<file path="src/rtl/multicycle_main_control.sv">
// multicycle_main_control: FETCH/DECODE/EXEC/MEM/WB control FSM with memory handshake, timeout and sticky traps
module multicycle_main_control #(
  parameter int OPCODE_W    = 7,
  parameter int TIMEOUT_CYC = 16,
  parameter int CNT_W       = 5
) (
  input  logic                clk,
  input  logic                rst_n,
  input  logic [OPCODE_W-1:0] opcode,
  input  logic                mem_ready,
  input  logic                branch_taken,
  output logic                mem_req,
  output logic                ir_write,
  output logic                pc_write,
  output logic                ALUSrc,
  output logic                alu_a_pc,
  output logic [1:0]          Memto_Reg,
  output logic                Reg_Write,
  output logic                Mem_read,
  output logic                Mem_write,
  output logic                Branch,
  output logic [1:0]          ALU_OP,
  output logic                salto_incon,
  output logic                flag_direccion,
  output logic [2:0]          state_o,
  output logic                illegal_instr,
  output logic                bus_error
);
  localparam logic [2:0] S_FETCH = 3'd0, S_DECODE = 3'd1, S_EXEC = 3'd2, S_MEM = 3'd3, S_WB = 3'd4, S_TRAP = 3'd7;
  localparam logic [3:0] C_R = 4'd0, C_I = 4'd1, C_LD = 4'd2, C_ST = 4'd3, C_BR = 4'd4, C_JAL = 4'd5,
                         C_JALR = 4'd6, C_LUI = 4'd7, C_AUIPC = 4'd8, C_BAD = 4'd15;
  logic [2:0]       state_q, state_d;
  logic [3:0]       cls_q, cls_d, dec_cls;
  logic [CNT_W-1:0] cnt_q, cnt_d;
  logic             illegal_q, illegal_d, bus_error_q, bus_error_d;
  logic             waiting, timeout, ex, wb, jump;
  always_comb begin
    dec_cls = opcode == OPCODE_W'(7'b0110011) ? C_R :
              opcode == OPCODE_W'(7'b0010011) ? C_I :
              opcode == OPCODE_W'(7'b0000011) ? C_LD :
              opcode == OPCODE_W'(7'b0100011) ? C_ST :
              opcode == OPCODE_W'(7'b1100011) ? C_BR :
              opcode == OPCODE_W'(7'b1101111) ? C_JAL :
              opcode == OPCODE_W'(7'b1100111) ? C_JALR :
              opcode == OPCODE_W'(7'b0110111) ? C_LUI :
              opcode == OPCODE_W'(7'b0010111) ? C_AUIPC : C_BAD;
    waiting = (state_q == S_FETCH || state_q == S_MEM) && !mem_ready;
    // the TIMEOUT_CYC-th consecutive unanswered cycle is the one that traps
    timeout = waiting && cnt_q == CNT_W'(TIMEOUT_CYC - 1);
    cnt_d   = (waiting && !timeout) ? cnt_q + 1'b1 : '0;
    cls_d   = state_q == S_DECODE ? dec_cls : cls_q;
    case (state_q)
      S_FETCH:  state_d = mem_ready ? S_DECODE : timeout ? S_TRAP : S_FETCH;
      S_DECODE: state_d = dec_cls == C_BAD ? S_TRAP : S_EXEC;
      S_EXEC:   state_d = cls_q == C_BR ? S_FETCH : (cls_q == C_LD || cls_q == C_ST) ? S_MEM : S_WB;
      S_MEM:    state_d = mem_ready ? (cls_q == C_ST ? S_FETCH : S_WB) : timeout ? S_TRAP : S_MEM;
      S_WB:     state_d = S_FETCH;
      default:  state_d = S_TRAP;
    endcase
    illegal_d   = illegal_q | (state_q == S_DECODE && dec_cls == C_BAD);
    bus_error_d = bus_error_q | timeout;
  end
  always_ff @(posedge clk) begin
    if (!rst_n) begin
      state_q     <= S_FETCH;
      cls_q       <= C_R;
      cnt_q       <= '0;
      illegal_q   <= 1'b0;
      bus_error_q <= 1'b0;
    end else begin
      state_q     <= state_d;
      cls_q       <= cls_d;
      cnt_q       <= cnt_d;
      illegal_q   <= illegal_d;
      bus_error_q <= bus_error_d;
    end
  end
  always_comb begin
    ex             = state_q == S_EXEC || state_q == S_MEM;
    wb             = state_q == S_WB;
    jump           = cls_q == C_JAL || cls_q == C_JALR;
    mem_req        = state_q == S_FETCH || state_q == S_MEM;
    ir_write       = state_q == S_FETCH && mem_ready;
    Mem_read       = state_q == S_FETCH || (state_q == S_MEM && cls_q == C_LD);
    Mem_write      = state_q == S_MEM && cls_q == C_ST;
    ALUSrc         = ex && (cls_q == C_I || cls_q == C_LD || cls_q == C_ST || cls_q == C_AUIPC);
    alu_a_pc       = ex && cls_q == C_AUIPC;
    ALU_OP         = !ex ? 2'b00 : (cls_q == C_R || cls_q == C_I) ? 2'b10 :
                     (cls_q == C_BR || cls_q == C_LUI || jump) ? 2'b01 : 2'b00;
    Memto_Reg      = !wb ? 2'b00 : cls_q == C_LD ? 2'b01 : jump ? 2'b10 : cls_q == C_LUI ? 2'b11 : 2'b00;
    Reg_Write      = wb;
    pc_write       = wb || (state_q == S_EXEC && cls_q == C_BR) || (Mem_write && mem_ready);
    Branch         = (state_q == S_EXEC && cls_q == C_BR && branch_taken) || (wb && jump);
    salto_incon    = wb && jump;
    flag_direccion = wb && cls_q == C_JALR;
    state_o        = state_q;
    illegal_instr  = illegal_q;
    bus_error      = bus_error_q;
  end
endmodule

</file>
<file path="config.mk">
export PLATFORM = sky130hd
export DESIGN_NAME = multicycle_main_control
export DESIGN_NICKNAME = d
export VERILOG_FILES = /design/src/rtl/multicycle_main_control.sv
export SDC_FILE = /design/constraint.sdc
export NUM_CORES = 1
export LEC_CHECK = 0
export ABC_AREA = 1
export BUFFER_PORTS_ARGS = -buffer_cell sky130_fd_sc_hd__buf_2
export CORE_MARGIN = 2
export CORE_UTILIZATION = 25
export DETAILED_ROUTE_END_ITERATION = 8
export PLACE_DENSITY_LB_ADDON = 0.3
export SETUP_SLACK_MARGIN = 0.2
export SYNTH_ARGS = -nofsm -noshare
export SYNTH_HDL_FRONTEND = slang
export SYNTH_SLANG_ARGS = --single-unit
</file>
<file path="constraint.sdc">
create_clock -name clk -period 1.3 [get_ports clk]
set_input_delay 0.195 -clock clk [delete_from_list [all_inputs] [get_ports clk]]
set_output_delay 0.195 -clock clk [all_outputs]
set_load 0.02 [all_outputs]
</file>
Yosys cells after proc, flatten, opt, wreduce, memory -nomap -nowiden
Index checks and enable logic that the tools add are counted.
{"block": "op_classes", "addsub": 1, "n_eq_ne": 23, "mux": 25, "bitwise": 2, "reduce_logical": 33}
{"operator": "2-to-1 mux 4 bit", "count": 8}
{"operator": "2-to-1 mux 3 bit", "count": 9}
{"operator": "== test 7 x 6 -> 1 bit, second input constant", "count": 3}
{"operator": "== test 7 bit, second input constant", "count": 3}
{"operator": "== test 4 x 3 -> 1 bit, second input constant", "count": 4}
{"operator": "one-hot mux 3 bit (5 select lines)", "count": 1}
{"operator": "== test 7 x 5 -> 1 bit, second input constant", "count": 2}
{"operator": "logical AND 1 bit", "count": 14}
{"operator": "logical OR 1 bit", "count": 14}
{"operator": "2-to-1 mux 2 bit", "count": 6}
{"operator": "== test 4 x 2 -> 1 bit, second input constant", "count": 2}
{"operator": "== test 4 bit, second input constant", "count": 2}
{"operator": "== test 7 x 2 -> 1 bit, second input constant", "count": 1}
{"operator": "== test 3 x 2 -> 1 bit, second input constant", "count": 2}
{"operator": "adder 5 x 1 -> 5 bit, second input constant", "count": 1}
{"operator": "== test 5 x 4 -> 1 bit, second input constant", "count": 1}
{"operator": "== test 4 x 1 -> 1 bit, second input constant", "count": 1}
{"operator": "zero test 4 bit", "count": 1}
{"operator": "== test 3 x 1 -> 1 bit, second input constant", "count": 1}
{"operator": "== test 3 bit, second input constant", "count": 1}
{"operator": "zero test 3 bit", "count": 1}
{"operator": "zero test 1 bit", "count": 2}
{"operator": "OR 1 bit", "count": 2}
{"operator": "AND reduction 2 bit", "count": 1}
{"operator": "2-to-1 mux 1 bit", "count": 1}
{"block": "totals", "register_bits": 14, "input_bits": 11, "out_inout_bits": 20}

Depth between registers and ports, before layout
{"block": "logic_depth", "word_depth": 13, "depth_mapped": 8, "ltp_nobuf": 8}

Worst setup path after synthesis
OpenSTA, ideal clock, no wires.
{"block": "synth_timing", "kind": "register to output", "start": "reg state_q[2], in the netlist state_o[2]", "end": "out Memto_Reg[1]", "arrival_time_ns": 1.708, "t_required_ns": 1.105, "setup_slack_ns": -0.603, "stages_incl_launch_ff": 5, "path_buffers": 0, "path_cell_list": "dfxtp_1 > inv_1 > nor2_1 > inv_2 > nor3_1"}
{"block": "synth_via", "elab_chain_len": 2}
{"item": "start, declared", "line": "32", "text": "logic [2:0] state_q, state_d;"}
{"item": "start signal, assigned", "line": "71", "text": "state_q <= state_d;"}
{"item": "== test 3 bit", "line": "80", "text": "wb = state_q == S_WB;"}
{"item": "via Reg_Write", "line": "18", "text": "output logic Reg_Write,"}
{"item": "2-to-1 mux 2 bit", "line": "90", "text": "Memto_Reg = !wb ? 2'b00 : cls_q == C_LD ? 2'b01 : jump ? 2'b10 : cls_q == C_LUI ? 2'b11 : 2'b00;"}
{"item": "end, declared", "line": "17", "text": "output logic [1:0] Memto_Reg,"}
The timed path passes the listed nets, and every way through them passes these cells.

Final worst setup path
{"block": "layout_timing", "start": "reg cls_q[2]", "end": "out Branch"}
{"block": "layout_via", "elab_chain_len": 4}
{"item": "start, declared", "line": "33", "text": "logic [3:0] cls_q, cls_d, dec_cls;"}
{"item": "start signal, assigned", "line": "72", "text": "cls_q <= cls_d;"}
{"item": "== test 4 x 3 -> 1 bit, on equally long branches", "line": "93, 81"}
{"item": "logical AND 1 bit / logical OR 1 bit (equally long branches)", "line": "93, 81"}
{"item": "logical AND 1 bit", "line": "93", "text": "Branch = (state_q == S_EXEC && cls_q == C_BR && branch_taken) || (wb && jump);"}
{"item": "logical OR 1 bit *", "line": "93"}
{"item": "end, declared", "line": "21", "text": "output logic Branch,"}
Every way passes the cells marked *; elsewhere a longest branch is shown, timed or not.

==> flow_summary.ini <==
[power_and_ir_drop]
p_leak_nw = 0.871
power.share.sequential = 0.193
swShare = 0.447
power_frac_comb = 0.704
power.internal_mw = 2.30
p_switching_mw = 1.86
clockPowerShare = 0.103
vdd_ir_drop_max_mv = 0.643
power-per-cell-area_mw_per_mm2 = 2040

[min_path]
hold_class = in2reg

[timing]
fin_skew_ns = 0.00264
rsz0062_at_grt = true
slew_violations = 0
tightest_slew_ns = 0.310
setup_viol = 20
layout_setup_ws_ns = -0.242
max_freq_ghz = 0.648
hold_violations = 0
fin_crit_sh = 1.19
max-slew-margin-rel = 0.793
period_minus_slack_ns = 1.54

[layout]
layout-drive-gt1-share = 0.644
final_nets = 236
area_growth_pct = 116
antennaDiodeCount = 0
instances_no_fill = 270

[die]
fp-row-count = 22
dieArea_mm2 = 0.00429
ioPinCount = 31
core_area_mm2 = 0.00366
start_util = 0.258
die_h_um = 65.5
die_w_um = 65.5

[yosys]
ys_seq_elements = 14
synth.area.top_cells = dfxtp_1 30%, nor2_1 13%, nand2_1 11%, inv_1 9.1%, a21oi_1 6.3%
synth_nets = 163
synthArstFlopShare = 0
yosys_warnings = 0
synth_seq_area_share = 0.296
synth_flop_cell = dfxtp_1
syn_area_per_cell_um2 = 6.31
synth_cells = 150
synth_top_area_frac = 0.296
syn_area_um2 = 946
yosysTopAreaCell = dfxtp_1
synth_edf_count = 0
synth.distinct_cells = 27

[global_routing]
antenna_found_initial = 0
grt_pass1_wl_um = 5130
met2_usage = 0.290
gr-usage-met1 = 0.165
grtUsageTotal = 0.154
grt_pass1_vias = 1173
grt_overflow = 0
gr-max-usage-layer = met2
use_met3 = 0.0205
grt_max_degree = 9

[route]
viasPerCell = 4.58
ant_nets = 0
routed_wl_um = 3240
wire_per_inst_um = 12.0
drc = 0
via_count = 1236
dr.pass1.iters = 4
drt_iter0_markers = 43

[critical_path]
cp_max_fo = 4
critPathKind = reg2out
critPathTopFamily = flip-flops
slowest_delay_ns = 0.37
start_kind = flip-flop
critical_path.endpoint_type = output port
critical-path-slowest-cell = dfxtp_4
critical_path_buf_inv_count = 3
critPathRequiredTime_ns = 1.11
cp_cell_sequence = inv_4 > nor2_4 > inv_2 > o21a_4 > o22ai_4 > buf_6
worstPathArrival_ns = 1.35

[cts]
htreeDepth = 1
insertion_delay_ns = 0.25
cts-root-buf = clkbuf_8
numCtsBuffers = 3
cts.sinks = 14
path_clk_slew_ns = 0.06
cts_tree = done
clockBufferDepth = 2
ctsHoldBuffers = 0

[run_status]
violations = negative setup slack
status = finished, violations left

[placement]
post-place-ws_ns = -0.0685
placedCellCount = 248
dp_hpwl_um = 2180
port_buffers = 30
place_congestion = 0.782

[flow_run]
maxCapViolCount = 0
tightest hold or removal path: stages:
cell	delay (ns)
buf_2	0.13
o21ai_2	0.05
a21oi_1	0.03
synthesized netlist by cell type, types with 2 or more instances:
cell,number
a21oi_1,12
dfxtp_1,14
ha_1,2
inv_1,23
inv_2,3
nand2_1,27
nand2_2,2
nand3_1,8
nand3_2,2
nand4_1,3
nor2_1,34
o21ai_0,5
placed cells by master (no fill, tap or decap), types with 6 or more instances in the layout:
cell type / synthesis / final
dfxtp_4: 0 / 6
buf_6: 0 / 32
buf_4: 0 / 22
buf_2: 0 / 13
nor2_4: 0 / 14
nor2_1: 34 / 16
inv_1: 23 / 17
nand3_1: 8 / 6
nand2_1: 27 / 21
a21oi_1: 12 / 6
power groups by stage:
stage,sequential (mW),clock (mW),combinational (mW)
after CTS,0.776,0.446,2.58
final,0.802,0.430,2.93
after detailed placement,0.726,0,1.88
after global placement,0.727,0,1.88
after floorplan,0.817,0,1.06
after global routing,0.820,0.461,3.11
stage by stage:
step                      utilization  hold slack (ns)  power, mW  cell area, um^2  TNS, ns
after global placement          0.406            0.442       2.61             1490   -0.137
final                           0.557            0.198       4.16             2040    -2.40
after global routing            0.557            0.220       4.39             2040    -3.56
after floorplan                     -            0.333       1.88             1110  -0.0644
after CTS                       0.502            0.193       3.80             1840    -2.16
after detailed placement        0.406            0.446       2.61             1490   -0.237
metal layers:
layer | wire length (um) | part of all wire
met5 | 0 | 0
met4 | 105 | 0.032
met3 | 119 | 0.037
met2 | 1730 | 0.53
met1 | 1290 | 0.40
cell type report:
cell class | count | area, um^2
multi-input cells | 110 | 895
inverters | 26 | 113
fillers | 322 | 1620
repair buffers | 68 | 611
well taps | 48 | 60.1
flip-flops and latches | 14 | 307
clock buffers | 4 | 55.1
timing repair:
action,4_1_cts,5_1_grt
pin swaps,20,17
setup endpoints to repair,31,30
resized for setup,69,36
buffers inserted,9,9
state kept, by name (all words and copies together) (netlist names):
register	flops
bus_error	1
state_o	3
cnt_q	5
cls_q	4
illegal_instr	1
kinds of logic after synthesis:
| logic type | share of synthesized area |
|---|---|
| compound gates | 0.134 |
| xor+xnor | 0.00926 |
| fa+ha+maj | 0.0265 |
| buf+inv | 0.103 |
| flops | 0.296 |
| simple gates | 0.431 |
path summary, 6_finish.rpt:
| path | to | depth (start not counted) | start | slack, ns |
|---|---|---|---|---|
| worst min-delay path | cls_q[3] | 3 | rst_n | 0.20 |
| worst min register to register | illegal_instr | 2 | illegal_instr | 0.45 |
| worst max-delay path | Branch | 6 | cls_q[2] | -0.24 |
| worst max register to register | state_o[2] | 10 | state_o[1] | -0.09 |
Note: power is estimated with default switching activity, not from simulation.
